## config.mk

```make
export PLATFORM = sky130hd
export DESIGN_NAME = m68k_bus_ctrl_flat
export DESIGN_NICKNAME = d
export VERILOG_FILES = /design/src/rtl/neo_bus_pkg.sv /design/src/rtl/m68k_bus_ctrl_if.sv /design/src/rtl/neo_watchdog.sv /design/src/rtl/m68k_bus_ctrl.sv /design/src/flat_wrapper.sv
export SDC_FILE = /design/constraint.sdc
export NUM_CORES = 1
export LEC_CHECK = 0
export CORE_MARGIN = 5
export CORE_UTILIZATION = 50
export CTS_CLUSTER_DIAMETER = 30
export CTS_CLUSTER_SIZE = 30
export DETAILED_ROUTE_END_ITERATION = 16
export PLACE_DENSITY_LB_ADDON = 0.25
export SLEW_MARGIN = 0
export SYNTH_ARGS = -nofsm -noshare
export SYNTH_HDL_FRONTEND = slang
export SYNTH_SLANG_ARGS = --single-unit
```

## constraint.sdc

```tcl
create_clock -name CLK_68KCLK -period 6.29 [get_ports CLK_68KCLK]
set_input_delay 0.9435 -clock CLK_68KCLK [delete_from_list [all_inputs] [get_ports CLK_68KCLK]]
set_output_delay 0.9435 -clock CLK_68KCLK [all_outputs]
set_load 0.005 [all_outputs]
```

## src/rtl/neo_bus_pkg.sv

```systemverilog
// Shared region types, address decode and FSM encoding for the 68k bus sequencer.
// WDT_CYCLES is only present when WATCHDOG_EN is defined.
package neo_bus_pkg;

    typedef enum logic [2:0] {
        R_ROM   = 3'd0,
        R_RAM   = 3'd1,
        R_P2    = 3'd2,
        R_IO    = 3'd3,
        R_BIOS  = 3'd4,
        R_UNMAP = 3'd5
    } region_t;

    typedef enum logic [1:0] {
        StIdle,
        StWait,
        StAck
    } bus_state_t;

    // Base address nibble, byte address bits [23:20]
    localparam logic [3:0] NIB_ROM  = 4'h0;
    localparam logic [3:0] NIB_RAM  = 4'h1;
    localparam logic [3:0] NIB_P2   = 4'h2;
    localparam logic [3:0] NIB_IO   = 4'h3;
    localparam logic [3:0] NIB_BIOS = 4'hC;

`ifdef WATCHDOG_EN
    localparam logic [23:0] WDT_CYCLES = 24'd8_000_000;
`endif

    function automatic region_t addr_to_region(input logic [3:0] nib);
        case (nib)
            NIB_ROM:  return R_ROM;
            NIB_RAM:  return R_RAM;
            NIB_P2:   return R_P2;
            NIB_IO:   return R_IO;
            NIB_BIOS: return R_BIOS;
            default:  return R_UNMAP;
        endcase
    endfunction

endpackage

```

## src/rtl/m68k_bus_ctrl_if.sv

```systemverilog
// 68000 bus-cycle signals between the CPU side (master) and the bus sequencer (slave).
interface m68k_bus_ctrl_if;

    logic        nAS;
    logic        nUDS;
    logic        nLDS;
    logic        M68K_RW;
    logic [23:1] M68K_ADDR;
    logic        MEM_READY;
    logic        nDTACK;
    logic [5:0]  REGION_SEL;
    logic        BUS_TIMEOUT;
    logic        WDT_RESET;

    modport master (
        output nAS, nUDS, nLDS, M68K_RW, M68K_ADDR, MEM_READY,
        input  nDTACK, REGION_SEL, BUS_TIMEOUT, WDT_RESET
    );

    modport slave (
        input  nAS, nUDS, nLDS, M68K_RW, M68K_ADDR, MEM_READY,
        output nDTACK, REGION_SEL, BUS_TIMEOUT, WDT_RESET
    );

endinterface

```

## src/rtl/neo_watchdog.sv

```systemverilog
// Free-running watchdog: pulses wdt_reset_o after WDT_CYCLES clocks without a kick.
// Built only when WATCHDOG_EN is defined.
`ifdef WATCHDOG_EN
module neo_watchdog
    import neo_bus_pkg::*;
(
    input  logic clk_i,
    input  logic rst_i,
    input  logic kick_i,
    output logic wdt_reset_o
);

    logic [23:0] wcd_q;
    logic        pulse_q;

    always_ff @(posedge clk_i or posedge rst_i) begin
        if (rst_i) begin
            wcd_q   <= '0;
            pulse_q <= 1'b0;
        end else if (wcd_q == WDT_CYCLES - 24'd1) begin
            wcd_q   <= '0;
            pulse_q <= 1'b1;
        end else begin
            wcd_q   <= kick_i ? '0 : wcd_q + 24'd1;
            pulse_q <= 1'b0;
        end
    end

    assign wdt_reset_o = pulse_q;

endmodule
`endif

```

## src/rtl/m68k_bus_ctrl.sv

```systemverilog
// 68000 bus-cycle sequencer: region decode, per-region wait states, nDTACK and hung-cycle timeout.
// Optional watchdog enabled by defining WATCHDOG_EN.
module m68k_bus_ctrl
    import neo_bus_pkg::*;
#(
    parameter int unsigned WS_ROM   = 1,
    parameter int unsigned WS_RAM   = 0,
    parameter int unsigned WS_P2    = 2,
    parameter int unsigned WS_IO    = 2,
    parameter int unsigned WS_BIOS  = 1,
    parameter int unsigned WS_UNMAP = 0,
    parameter int unsigned TIMEOUT  = 255,
    parameter int unsigned CNT_W    = 8
) (
    input  logic           CLK_68KCLK,
    input  logic           RESET,
    m68k_bus_ctrl_if.slave bus
);

    bus_state_t       state_q, state_d;
    region_t          region_q, region_d;
    logic [CNT_W-1:0] wcnt_q, wcnt_d;
    logic [CNT_W-1:0] tcnt_q, tcnt_d;
    logic [CNT_W-1:0] tcnt_inc;
    logic             armed_q;
    logic             dtack_n_q, dtack_n_d;
    logic [5:0]       sel_q, sel_d;
    logic             timeout_q, timeout_d;
    logic             start;
    region_t          dec;

    function automatic logic [CNT_W-1:0] ws_of(input region_t r);
        case (r)
            R_ROM:   return CNT_W'(WS_ROM);
            R_RAM:   return CNT_W'(WS_RAM);
            R_P2:    return CNT_W'(WS_P2);
            R_IO:    return CNT_W'(WS_IO);
            R_BIOS:  return CNT_W'(WS_BIOS);
            default: return CNT_W'(WS_UNMAP);
        endcase
    endfunction

    assign dec   = addr_to_region(bus.M68K_ADDR[23:20]);
    // A write with both data strobes high has not really started yet
    assign start = armed_q && !bus.nAS && (bus.M68K_RW || !bus.nUDS || !bus.nLDS);
    assign tcnt_inc = (tcnt_q == CNT_W'(TIMEOUT)) ? tcnt_q : tcnt_q + CNT_W'(1);

    always_comb begin
        state_d   = state_q;
        region_d  = region_q;
        wcnt_d    = wcnt_q;
        tcnt_d    = tcnt_q;
        dtack_n_d = dtack_n_q;
        sel_d     = sel_q;
        timeout_d = 1'b0;
        unique case (state_q)
            StIdle: begin
                if (start) begin
                    region_d = dec;
                    wcnt_d   = ws_of(dec);
                    tcnt_d   = '0;
                    sel_d    = 6'd1 << dec;
                    state_d  = StWait;
                end
            end
            StWait: begin
                wcnt_d = (wcnt_q == '0) ? '0 : wcnt_q - CNT_W'(1);
                tcnt_d = tcnt_inc;
                if (bus.nAS) begin
                    sel_d   = '0;
                    state_d = StIdle;
                end else if (wcnt_q == '0 && (region_q != R_P2 || bus.MEM_READY)) begin
                    dtack_n_d = 1'b0;
                    state_d   = StAck;
                end else if (tcnt_inc == CNT_W'(TIMEOUT)) begin
                    dtack_n_d = 1'b0;
                    timeout_d = 1'b1;
                    state_d   = StAck;
                end
            end
            StAck: begin
                if (bus.nAS) begin
                    dtack_n_d = 1'b1;
                    sel_d     = '0;
                    state_d   = StIdle;
                end
            end
            default: state_d = StIdle;
        endcase
    end

    always_ff @(posedge CLK_68KCLK or posedge RESET) begin
        if (RESET) begin
            state_q   <= StIdle;
            region_q  <= R_UNMAP;
            wcnt_q    <= '0;
            tcnt_q    <= '0;
            armed_q   <= 1'b0;
            dtack_n_q <= 1'b1;
            sel_q     <= '0;
            timeout_q <= 1'b0;
        end else begin
            state_q   <= state_d;
            region_q  <= region_d;
            wcnt_q    <= wcnt_d;
            tcnt_q    <= tcnt_d;
            armed_q   <= armed_q | bus.nAS;
            dtack_n_q <= dtack_n_d;
            sel_q     <= sel_d;
            timeout_q <= timeout_d;
        end
    end

    assign bus.nDTACK      = dtack_n_q;
    assign bus.REGION_SEL  = sel_q;
    assign bus.BUS_TIMEOUT = timeout_q;

`ifdef WATCHDOG_EN
    logic wdt_kick;
    logic wdt_pulse;

    // Kick on a completed write to byte 0x300001
    assign wdt_kick = (state_q == StWait) && (state_d == StAck) && !bus.M68K_RW &&
                      (region_q == R_IO) && (bus.M68K_ADDR[15:1] == 15'h0000);

    neo_watchdog u_watchdog (
        .clk_i       (CLK_68KCLK),
        .rst_i       (RESET),
        .kick_i      (wdt_kick),
        .wdt_reset_o (wdt_pulse)
    );

    assign bus.WDT_RESET = wdt_pulse;
`else
    assign bus.WDT_RESET = 1'b0;
`endif

endmodule
```

## src/flat_wrapper.sv

```systemverilog
// flat-port wrapper written by rule: the top's interface ports become plain ports
module m68k_bus_ctrl_flat import neo_bus_pkg::*;
#(
    parameter int unsigned WS_ROM   = 1,
    parameter int unsigned WS_RAM   = 0,
    parameter int unsigned WS_P2    = 2,
    parameter int unsigned WS_IO    = 2,
    parameter int unsigned WS_BIOS  = 1,
    parameter int unsigned WS_UNMAP = 0,
    parameter int unsigned TIMEOUT  = 255,
    parameter int unsigned CNT_W    = 8
)
  (CLK_68KCLK, RESET, bus_nAS, bus_nUDS, bus_nLDS, bus_M68K_RW, bus_M68K_ADDR, bus_MEM_READY, bus_nDTACK, bus_REGION_SEL, bus_BUS_TIMEOUT, bus_WDT_RESET);
  m68k_bus_ctrl_if bus_i ();
  input  logic CLK_68KCLK;
  input  logic RESET;
  input wire logic [$bits(bus_i.nAS)-1:0] bus_nAS;
  input wire logic [$bits(bus_i.nUDS)-1:0] bus_nUDS;
  input wire logic [$bits(bus_i.nLDS)-1:0] bus_nLDS;
  input wire logic [$bits(bus_i.M68K_RW)-1:0] bus_M68K_RW;
  input wire logic [$bits(bus_i.M68K_ADDR)-1:0] bus_M68K_ADDR;
  input wire logic [$bits(bus_i.MEM_READY)-1:0] bus_MEM_READY;
  output wire logic [$bits(bus_i.nDTACK)-1:0] bus_nDTACK;
  output wire logic [$bits(bus_i.REGION_SEL)-1:0] bus_REGION_SEL;
  output wire logic [$bits(bus_i.BUS_TIMEOUT)-1:0] bus_BUS_TIMEOUT;
  output wire logic [$bits(bus_i.WDT_RESET)-1:0] bus_WDT_RESET;
  assign bus_i.nAS = bus_nAS;
  assign bus_i.nUDS = bus_nUDS;
  assign bus_i.nLDS = bus_nLDS;
  assign bus_i.M68K_RW = bus_M68K_RW;
  assign bus_i.M68K_ADDR = bus_M68K_ADDR;
  assign bus_i.MEM_READY = bus_MEM_READY;
  assign bus_nDTACK = bus_i.nDTACK;
  assign bus_REGION_SEL = bus_i.REGION_SEL;
  assign bus_BUS_TIMEOUT = bus_i.BUS_TIMEOUT;
  assign bus_WDT_RESET = bus_i.WDT_RESET;
  m68k_bus_ctrl #(.WS_ROM(WS_ROM), .WS_RAM(WS_RAM), .WS_P2(WS_P2), .WS_IO(WS_IO), .WS_BIOS(WS_BIOS), .WS_UNMAP(WS_UNMAP), .TIMEOUT(TIMEOUT), .CNT_W(CNT_W)) u_core (.CLK_68KCLK(CLK_68KCLK), .RESET(RESET), .bus(bus_i));
endmodule
```

Word-level counts from Yosys, hierarchy flattened
Index checks and enable logic that the tools add are counted.
Word-level totals
  output and inout port bits: 9
  word-level logic and storage cells: 80
  input port bits: 30
  register bits: 30
Cells by class
  equality and inequality tests: 18
  shift-type cells: 1
  mux-type cells: 26
  add/subtract/negate cells: 2
  reductions and logical operators: 24
  bitwise operators: 1
Operators with widths (number)
  8-bit 2-to-1 mux: 4
  8-bit one-hot mux with 2 select lines: 2
  8-bit == test (second input constant): 2
  3-bit one-hot mux with 5 select lines: 1
  6-bit 2-to-1 mux: 2
  6-bit one-hot mux with 2 select lines: 1
  2-bit 2-to-1 mux: 5
  8-bit by 1-bit adder with 8-bit output (second input constant): 1
  4-bit by 2-bit == test with 1-bit output (second input constant): 2
  8-bit logical NOT: 1
  1-bit 2-to-1 mux: 8
  8-bit by 1-bit subtractor with 8-bit output (second input constant): 1
  3-bit by 2-bit == test with 1-bit output (second input constant): 2
  2-bit one-hot mux with 3 select lines: 1
  3-bit AND reduction: 2
  2-bit nonzero test: 3
  2-bit OR reduction: 3
  1-bit by 3-bit left shift with 6-bit output (first input constant): 1
  4-bit by 1-bit == test with 1-bit output (second input constant): 1
  4-bit == test (second input constant): 1
  4-bit logical NOT: 1
  2-bit by 1-bit inequality test with 1-bit output (second input constant): 2
  2-bit inequality test (second input constant): 2
  4-bit by 2-bit inequality test with 1-bit output (second input constant): 1
  other kinds (15): 22

Depth between registers and ports, before layout
Gate-level depths: netlist of run 1.
  word-level depth: 7
  gate-level depth with buffers: 9
  depth with buffers taken out: 8

Worst setup path after synthesis of run 1
Ideal clock, no wire load.
  path type: input -> register
  from: input bus_nAS
  to: register u_core.tcnt_q[1]
  setup time: 83 ps
  required time: 6207 ps
  path slack: 3969 ps
  cell stages on the path: 8
  path buffers: 3
  arrival time: 2238 ps
  path through: clkbuf_1 -> nor2b_1 -> and3_1 -> clkbuf_1 -> a21oi_1 -> clkbuf_1 -> a21oi_1 -> o21ai_0
On the way
  cells in the longest elaborated chain, start to end: 5
Ends and longest elaborated chain
  from (decl): RTL line flat_wrapper.sv:17  | input wire logic [$bits(bus_i.nAS)-1:0] bus_nAS;
  1-bit logical NOT: RTL line m68k_bus_ctrl.sv:45  | assign start = armed_q && !bus.nAS && (bus.M68K_RW || !bus.nUDS || !bus.nLDS);
  1-bit logical AND (2 in series): RTL line m68k_bus_ctrl.sv:45
  2-bit by 1-bit inequality test with 1-bit output (no line)
  2-bit AND reduction (no line)
  to (signal assigned): RTL line m68k_bus_ctrl.sv:106  | tcnt_q <= tcnt_d;
  to (decl): RTL line m68k_bus_ctrl.sv:23  | logic [CNT_W-1:0] tcnt_q, tcnt_d;
No other way between the ends.
A chain may end at the register's enable or synchronous reset.

Worst setup path in the final report of run 1
  from: input bus_nAS
  to: register u_core.wcnt_q[5]
On the way
  cells in the longest elaborated chain, start to end: 5
Ends and longest elaborated chain
  1-bit logical NOT: RTL line m68k_bus_ctrl.sv:45
  1-bit logical AND (2 in series): RTL line m68k_bus_ctrl.sv:45
  2-bit by 1-bit inequality test with 1-bit output (no line)
  2-bit AND reduction (no line)
  to (signal assigned): RTL line m68k_bus_ctrl.sv:105  | wcnt_q <= wcnt_d;
  to (decl): RTL line m68k_bus_ctrl.sv:22  | logic [CNT_W-1:0] wcnt_q, wcnt_d;
No other way between the ends.

==> results.py, run 1 <==
metrics = {
    "grt": {
        "overflow": 0,
        "antenna_found_initial": 0,
        "grtUsageTotal_pct": 16.63,
        "grt_pass1_vias": 1494,
        "grt_pass1_wl_um": 6486,
        "grt_max_degree": 31,
    },
    "routing": {
        "first_iter_violations": 81,
        "firstDrtPassIters": 4,
        "drt-total-wl_um": 3878,
        "drc_errors": 0,
        "wl_per_cell_um": 15.03,
        "vias_per_cell": 5.919,
        "vias": 1527,
        "ant_nets": 0,
    },
    "yosys": {
        "ys_seq_area_share_pct": 43.10,
        "synth.distinct_cells": 44,
        "syn-num-nets": 230,
        "syn_avg_cell_area_sq_um": 9.070,
        "yosys.area_share.simple_pct": 21.30,
        "synth_compound_area_share_pct": 24.16,
        "syn_area_sq_mm": 0.001750,
        "synth_ff_type": "dfrtp_1",
        "yosys_warnings": 0,
        "synth_top_family_by_area": "compound AO/OA/AOI/OAI gates",
        "synth_edf_count": 0,
        "synthXorXnorAreaFrac_pct": 0,
        "synthAdderAreaFrac_pct": 5.004,
        "async_flop_share_pct": 100.0,
        "synth_cells": 193,
        "synth.ff_latch_count": 30,
        "muxShareOfSynthArea_pct": 1.787,
    },
    "power_and_ir_drop": {
        "powerDensity_mw_per_mm2": 435.9,
        "p_leak_nw": 0.8676,
        "ir_drop_uv": 316.5,
    },
    "placed_design": {
        "io_buffer_count": 18,
        "place_hpwl_um": 2851,
        "placed_area_sq_mm": 0.001948,
        "gp_congestion": 0.9574,
    },
    "cells_and_area": {
        "final_cell_mix": "dfrtp_1, clkdlybuf4s50_1, nand2_1, a21oi_1, nor2_1",
        "final_common_cell": "dfrtp_1",
        "nNetsFinal": 248,
        "final_util_pct": 59.71,
        "antenna_cells": 0,
        "syn_to_final_growth_pct": 14.73,
        "fin_area_sq_mm": 0.002008,
        "drive_gt1_share_pct": 8.019,
        "fillerInstances": 326,
    },
    "clocking": {
        "clk_pin_slew_worst_paths_ps": 80,
        "clkSinkCount": 30,
        "htree_levels": 2,
        "clock-root-buffer": "clkbuf_4",
        "ctsResizeCount": 0,
        "postCtsSetupRepairBufs": 0,
        "numCtsBuffers": 5,
        "clk_latency_ps": 330,
        "tritoncts": "yes",
        "hold_buffers": 0,
        "clock_path_buffers": 2,
    },
    "critical_path": {
        "critPathKind": "in2reg",
        "arrival_ps": 3370,
        "cp-end-kind": "flop",
        "worstPathMaxFanout": 12,
        "crit_required_ps": 6500,
        "startpoint_type": "primary input",
    },
    "hold_path": {
        "min_path_type": "reg2reg",
    },
    "status": {
        "status": "finished, final reports clean",
    },
    "timing": {
        "fmax_mhz": 316.9,
        "finalSetupViolations": 0,
        "setup_tns_ps": 0,
        "relSlewSlack_pct": 27.59,
        "rsz0062_at_grt": "false",
        "tightest_slew_ps": 1085,
        "timing_hold_violations_final": 0,
        "finClkSkew_ps": 14.17,
        "final_max_slew_viol_count": 0,
        "period_share_pct": 50.17,
        "fin_crit_ps": 3156,
    },
    "die": {
        "die_h_um": 69.17,
        "die_w_um": 69.17,
        "ios": 39,
        "die_area_sq_mm": 0.004784,
        "fp-row-count": 21,
        "start_util_pct": 52.05,
        "core_area_sq_mm": 0.003363,
    },
    "run": {
        "max-cap-violations": 0,
    },
}
## area by class of cell
type / instances / area [sq um] / area share (%)
Multi-Input combinational cell: 146 / 918.4 / 45.73
Sequential cell: 30 / 754.5 / 37.57
Timing Repair Buffer: 18 / 180.2 / 8.972
Tap cell: 46 / 57.56 / 2.866
Clock buffer: 7 / 55.05 / 2.741
Inverter: 10 / 37.54 / 1.869
Clock inverter: 1 / 5.005 / 0.2492
## worst paths after layout
kind / slack (ps) / start / endpoint / cells after the start
max: 3130 / bus_nAS / u_core.wcnt_q[5] / 6
min: 460 / u_core.armed_q / u_core.armed_q / 1
max reg2reg: 3830 / u_core.tcnt_q[0] / u_core.bus.nDTACK / 7
min reg2reg: 460 / u_core.armed_q / u_core.armed_q / 1
max in group asynchronous: 4450 / RESET / u_core.armed_q / 2
min in group asynchronous: 1180 / RESET / u_core.tcnt_q[7] / 2
## critical path, cell delays in order
cell,delay (ps)
clkdlybuf4s50_1,640
nor2b_1,110
and3_1,270
a21oi_1,800
nor2_1,270
a32o_1,330
## Yosys cell counts (2+ instances only)
cell type	instances	area share, %
nand2_1	17	3.6
or2_2	2	0.71
a22o_1	2	1.0
nand4_1	2	0.71
mux2i_1	2	1.1
clkbuf_1	5	1.1
nor4_1	3	1.1
and2_1	3	1.1
dfstp_2	3	4.5
ha_1	7	5.0
a211oi_1	2	0.86
o21ai_0	15	4.3
inv_1	10	2.1
nor2b_1	4	1.4
a22oi_1	2	0.86
a21o_1	2	0.86
nor2_1	16	3.4
a31oi_1	7	2.5
nand3b_1	3	1.3
dfrtp_1	27	39
o31ai_1	2	0.86
nor3_1	7	2.0
a32o_1	5	2.9
and3_1	5	1.8
nand3_1	6	1.7
a21oi_1	16	4.6
## per-stage QoR
| stage | setup WS, ps | hold slack [ps] | cells | total power, W |
|---|---|---|---|---|
| after floorplan | 3969 | 427.8 | 193 | 0.0006447 |
| after global placement | 2932 | 443.7 | 250 | 0.0007275 |
| after detailed placement | 2860 | 443.3 | 250 | 0.0007543 |
| after CTS | 3195 | 462.9 | 258 | 0.0008766 |
| after global routing | 3024 | 488.0 | 258 | 0.0009458 |
| final | 3134 | 456.2 | 258 | 0.0008754 |
## power breakdown
group | switching, W | internal, W | total (W)
clock | 0.0000636 | 0.0000541 | 0.000118
sequential | 0.0000634 | 0.000257 | 0.000320
combinational | 0.000259 | 0.000179 | 0.000437
total | 0.000386 | 0.000490 | 0.000875
## registers in the layout (all words and copies together) (netlist names)
name / cells
u_core.bus.nDTACK: 1
u_core.region_q: 3
u_core.bus.BUS_TIMEOUT: 1
u_core.wcnt_q: 8
u_core.bus.REGION_SEL: 6
u_core.state_q: 2
u_core.tcnt_q: 8
u_core.armed_q: 1
## cells by family after synthesis
family                   count (synthesis)
flip-flops                              30
multiplexers                             3
other                                    1
AO/OA/AOI/OAI                           62
buffers and inverters                   17
adder cells (fa/ha/maj)                  7
AND/OR/NAND/NOR                         73
## per-layer routing
metal | wire length, um | GRT usage, % | vias up
met4 | 35 | 6.725 | 0
met3 | 255 | 5.942 | 4
met5 | 0 | 0 | -
li1 | - | - | 745
met1 | 1598 | 19.04 | 728
met2 | 1988 | 28.07 | 50
Power figures use the tool's default switching activity.
==> run 2, diff against run 1 <==
--- a/config.mk
+++ b/config.mk
@@ -6,7 +6,7 @@
 export NUM_CORES = 1
 export LEC_CHECK = 0
 export CORE_MARGIN = 5
-export CORE_UTILIZATION = 50
+export CORE_UTILIZATION = 45
 export CTS_CLUSTER_DIAMETER = 30
 export CTS_CLUSTER_SIZE = 30
 export DETAILED_ROUTE_END_ITERATION = 16
==> constraint.sdc (replaced) <==
create_clock -name CLK_68KCLK -period 2.6 [get_ports CLK_68KCLK]
set_input_delay 0.39 -clock CLK_68KCLK [delete_from_list [all_inputs] [get_ports CLK_68KCLK]]
set_output_delay 0.39 -clock CLK_68KCLK [all_outputs]
set_load 0.005 [all_outputs]
==> run 2 against run 1 <==
Power grew to 2.6 times the previous value. Sequential share of layout area is 1.8 points lower. Global-route usage shrank 0.82 points. Final area rose by 5.0%. Clock power rose to 3.8 times the previous value.
==> results.py, run 2 (synthesis results as in run 1) <==
metrics = {
    "status": {
        "status": "finished, final reports clean",
    },
    "clocking": {
        "ctsResizeCount": 0,
        "htree_levels": 2,
        "postCtsSetupRepairBufs": 0,
        "hold_buffers": 0,
        "clkSinkCount": 30,
        "numCtsBuffers": 5,
        "clk_latency_ps": 280,
        "tritoncts": "yes",
        "clock-root-buffer": "clkbuf_8",
        "clock_path_buffers": 2,
        "clk_pin_slew_worst_paths_ps": 70,
    },
    "timing": {
        "rsz0062_at_grt": "false",
        "setup_tns_ps": 0,
        "fin_crit_ps": 2232,
        "worst_hold_slack_ps": 456.6,
        "fmax_mhz": 448.0,
        "timing_hold_violations_final": 0,
        "setup_ws_ps": 367.7,
        "tightest_slew_ps": 982.3,
        "finClkSkew_ps": 8.882,
        "period_share_pct": 85.86,
        "finalSetupViolations": 0,
        "relSlewSlack_pct": 34.38,
        "final_max_slew_viol_count": 0,
    },
    "die": {
        "die_area_sq_mm": 0.005237,
        "start_util_pct": 47.10,
        "ios": 39,
        "die_h_um": 72.37,
        "die_w_um": 72.37,
        "core_area_sq_mm": 0.003716,
        "fp-row-count": 22,
    },
    "cells_and_area": {
        "antenna_cells": 0,
        "nNetsFinal": 255,
        "drive_gt1_share_pct": 10.50,
        "final_common_cell": "dfrtp_1",
        "syn_to_final_growth_pct": 20.51,
        "final_util_pct": 56.77,
        "final_cell_mix": "dfrtp_1, clkdlybuf4s50_1, nand2_1, a21oi_1, nor2_1",
        "fin_area_sq_mm": 0.002110,
    },
    "routing": {
        "vias_per_cell": 5.753,
        "first_iter_violations": 124,
        "vias": 1536,
        "drt-total-wl_um": 3857,
        "ant_nets": 0,
        "firstDrtPassIters": 4,
        "wl_per_cell_um": 14.45,
        "drc_errors": 0,
    },
    "placed_design": {
        "place_hpwl_um": 2861,
        "place_ws_ps": 181.3,
        "placed_area_sq_mm": 0.002003,
        "io_buffer_count": 18,
        "gp_congestion": 0.8781,
    },
    "critical_path": {
        "crit_required_ps": 2800,
        "slowest_delay_ps": 790,
        "critPathBufInv": 2,
        "arrival_ps": 2430,
        "critPathKind": "reg2reg",
        "critPathTopFamily": "simple AND/OR/NAND/NOR gates",
        "worstPathMaxFanout": 16,
        "cp_slowest_cell": "nor2b_1",
        "startpoint_type": "flop",
        "path_cells": "inv_1 > ha_1 > inv_1 > a21oi_1 > nor2b_1 > a21oi_1 > o21ai_0",
        "cp-end-kind": "flop",
    },
    "grt": {
        "grtUsageTotal_pct": 15.80,
        "overflow": 0,
        "grt_pass1_vias": 1520,
        "grt_max_degree": 31,
        "antenna_found_initial": 0,
        "grt_pass1_wl_um": 6527,
    },
    "hold_path": {
        "min_path_type": "reg2reg",
    },
    "power_and_ir_drop": {
        "ir_drop_uv": 514.1,
        "powerDensity_mw_per_mm2": 1099,
        "p_leak_nw": 0.9172,
    },
    "run": {
        "max-cap-violations": 0,
    },
}
run 2: worst paths after layout:
path	cells past startpoint	end	slack [ps]	start
setup / recovery	7	u_core.tcnt_q[1]	370	u_core.state_q[0]
hold / removal	1	u_core.armed_q	460	u_core.armed_q
setup reg to reg	7	u_core.tcnt_q[1]	370	u_core.state_q[0]
hold reg to reg	1	u_core.armed_q	460	u_core.armed_q
max in group asynchronous	3	u_core.region_q[2]	1800	RESET
min in group asynchronous	3	u_core.state_q[0]	480	RESET
run 2: per-layer routing:
layer	global-route usage, %	wire length (um)
met4	7.377	45
met5	0	0
met1	19.36	1797
met3	5.263	183
met2	25.08	1830
run 2: final cells by class:
| type | count | area, sq um |
|---|---|---|
| clock buffer | 7 | 76.32 |
| clock inverter | 1 | 30.03 |
| fill | 346 | 1607 |
| inverter | 10 | 37.54 |
| multi-input combinational | 146 | 918.4 |
| sequential | 30 | 754.5 |
| tap | 48 | 60.06 |
| timing repair buffer | 25 | 232.7 |
run 2: power breakdown:
| group | total (W) | switching, W | internal (W) |
|---|---|---|---|
| combinational | 0.00109 | 0.000618 | 0.000477 |
| sequential | 0.000771 | 0.000148 | 0.000623 |
| clock | 0.000453 | 0.000166 | 0.000286 |
| total | 0.00232 | 0.000932 | 0.00139 |
run 2: through the flow:
stage               cells  total power, W
detailed placement    259        0.001869
global route          267        0.002514
floorplan             193        0.001560
finish                267        0.002318
global placement      259        0.001822
CTS                   267        0.002336
==> run 3, diff against run 2 <==
--- a/config.mk
+++ b/config.mk
@@ -6,10 +6,11 @@
 export NUM_CORES = 1
 export LEC_CHECK = 0
 export CORE_MARGIN = 5
-export CORE_UTILIZATION = 45
+export CORE_UTILIZATION = 56
 export CTS_CLUSTER_DIAMETER = 30
 export CTS_CLUSTER_SIZE = 30
 export DETAILED_ROUTE_END_ITERATION = 16
+export DONT_BUFFER_PORTS = 1
 export PLACE_DENSITY_LB_ADDON = 0.25
 export SLEW_MARGIN = 0
 export SYNTH_ARGS = -nofsm -noshare
==> run 3 against run 2 <==
Non-clock buffer count fell by 21. Final area fell by 11%. Worst hold slack lost 440 ps. Core utilization is 5.1 points higher. Combinational power shrank 6%. First-iteration DRC count up 9.7%. Sequential share of layout area increased by 4.5 points. Worst setup slack lost 35 ps. Critical path type unchanged. Highest routed layer unchanged.
==> results.py, run 3 (synthesis results as in run 1) <==
metrics = {
    "die": {
        "core_area_sq_mm": 0.003028,
        "die_w_um": 65.91,
        "fp-row-count": 20,
        "die_area_sq_mm": 0.004344,
        "ios": 39,
        "start_util_pct": 57.81,
        "die_h_um": 65.91,
    },
    "clocking": {
        "numCtsBuffers": 5,
        "clock-root-buffer": "clkbuf_4",
        "clock_path_buffers": 2,
        "ctsResizeCount": 0,
        "hold_buffers": 0,
        "clk_pin_slew_worst_paths_ps": 100,
        "clkSinkCount": 30,
        "htree_levels": 2,
        "postCtsSetupRepairBufs": 0,
        "tritoncts": "yes",
        "clk_latency_ps": 320,
    },
    "placed_design": {
        "gp_congestion": 0.9964,
        "io_buffer_count": 0,
        "placed_area_sq_mm": 0.001795,
        "place_hpwl_um": 2746,
        "place_ws_ps": 361.2,
    },
    "timing": {
        "finClkSkew_ps": 9.351,
        "fin_crit_ps": 2267,
        "final_max_slew_viol_count": 0,
        "relSlewSlack_pct": 36.60,
        "rsz0062_at_grt": "false",
        "period_share_pct": 87.20,
        "setup_ws_ps": 332.9,
        "finalSetupViolations": 0,
        "tightest_slew_ps": 949.0,
        "timing_hold_violations_final": 0,
        "setup_tns_ps": 0,
        "fmax_mhz": 441.1,
    },
    "cells_and_area": {
        "nNetsFinal": 234,
        "antenna_cells": 0,
        "final_cell_mix": "dfrtp_1, nand2_1, a21oi_1, nor2_1, o21ai_0",
        "syn_to_final_growth_pct": 7.005,
        "final_common_cell": "dfrtp_1",
        "fin_area_sq_mm": 0.001873,
        "final_util_pct": 61.86,
        "drive_gt1_share_pct": 11.11,
    },
    "routing": {
        "firstDrtPassIters": 4,
        "wl_per_cell_um": 15.31,
        "vias": 1485,
        "drc_errors": 0,
        "first_iter_violations": 136,
        "drt-total-wl_um": 3706,
        "vias_per_cell": 6.136,
        "ant_nets": 0,
    },
    "grt": {
        "grtUsageTotal_pct": 19.65,
        "antenna_found_initial": 0,
        "grt_pass1_wl_um": 6603,
        "overflow": 0,
        "grt_pass1_vias": 1520,
        "grt_max_degree": 31,
    },
    "critical_path": {
        "startpoint_type": "flop",
        "worstPathMaxFanout": 8,
        "crit_required_ps": 2850,
        "arrival_ps": 2510,
        "cp-end-kind": "flop",
        "critPathKind": "reg2reg",
    },
    "power_and_ir_drop": {
        "ir_drop_uv": 691.1,
        "p_leak_nw": 0.8282,
        "powerDensity_mw_per_mm2": 1153,
    },
    "status": {
        "status": "finished, final reports clean",
    },
    "hold_path": {
        "min_path_type": "in2async",
    },
    "run": {
        "max-cap-violations": 0,
    },
}
run 3: cell type report:
class / instances / area (sq um)
clock inverters: 3 / 40.04
fillers: 268 / 1155
clock buffers: 5 / 37.54
inverters: 10 / 37.54
repair buffers: 4 / 30.03
flip-flops and latches: 30 / 754.5
well taps: 44 / 55.05
multi-input cells: 146 / 918.4
run 3: power by group:
| part | switching, W | internal, W |
|---|---|---|
| sequential | 0.000159 | 0.000622 |
| clock | 0.000162 | 0.000199 |
| combinational | 0.000616 | 0.000401 |
run 3: worst paths after layout:
| path | end | slack, ps | start | cells past startpoint |
|---|---|---|---|---|
| max | u_core.bus.nDTACK | 330 | u_core.tcnt_q[0] | 7 |
| min | u_core.bus.REGION_SEL[4] | 20 | RESET | 2 |
| max reg2reg | u_core.bus.nDTACK | 330 | u_core.tcnt_q[0] | 7 |
| min reg2reg | u_core.armed_q | 460 | u_core.armed_q | 1 |
| max in group asynchronous | u_core.bus.nDTACK | 2260 | RESET | 2 |
| min in group CLK_68KCLK | u_core.bus.BUS_TIMEOUT | 140 | bus_nAS | 1 |
run 3: layer usage:
layer	vias to the layer above	share of wire, %	global-route usage, %
met2	45	50	33.04
met3	6	5.7	5.442
met5	-	0	0
li1	715	-	-
met1	719	43	23.29
met4	0	1.2	8.549
run 3: metrics by stage:
step / instances / power, W / hold WS (ps)
2_1_floorplan: 193 / 0.001560 / 427.8
3_3_place_gp: 234 / 0.001730 / 371.5
3_5_place_dp: 234 / 0.001797 / 381.7
4_1_cts: 242 / 0.002163 / 17.46
5_1_grt: 242 / 0.002344 / 36.63
6_report: 242 / 0.002159 / 17.33
run 3: critical path, stage by stage, from the launching register on:
cell and delay [ps]:
dfrtp_1 440, ha_1 340, and4_1 330, nand3_1 140
mux2i_1 190, o211ai_1 190, nor2b_2 220, a221o_1 350
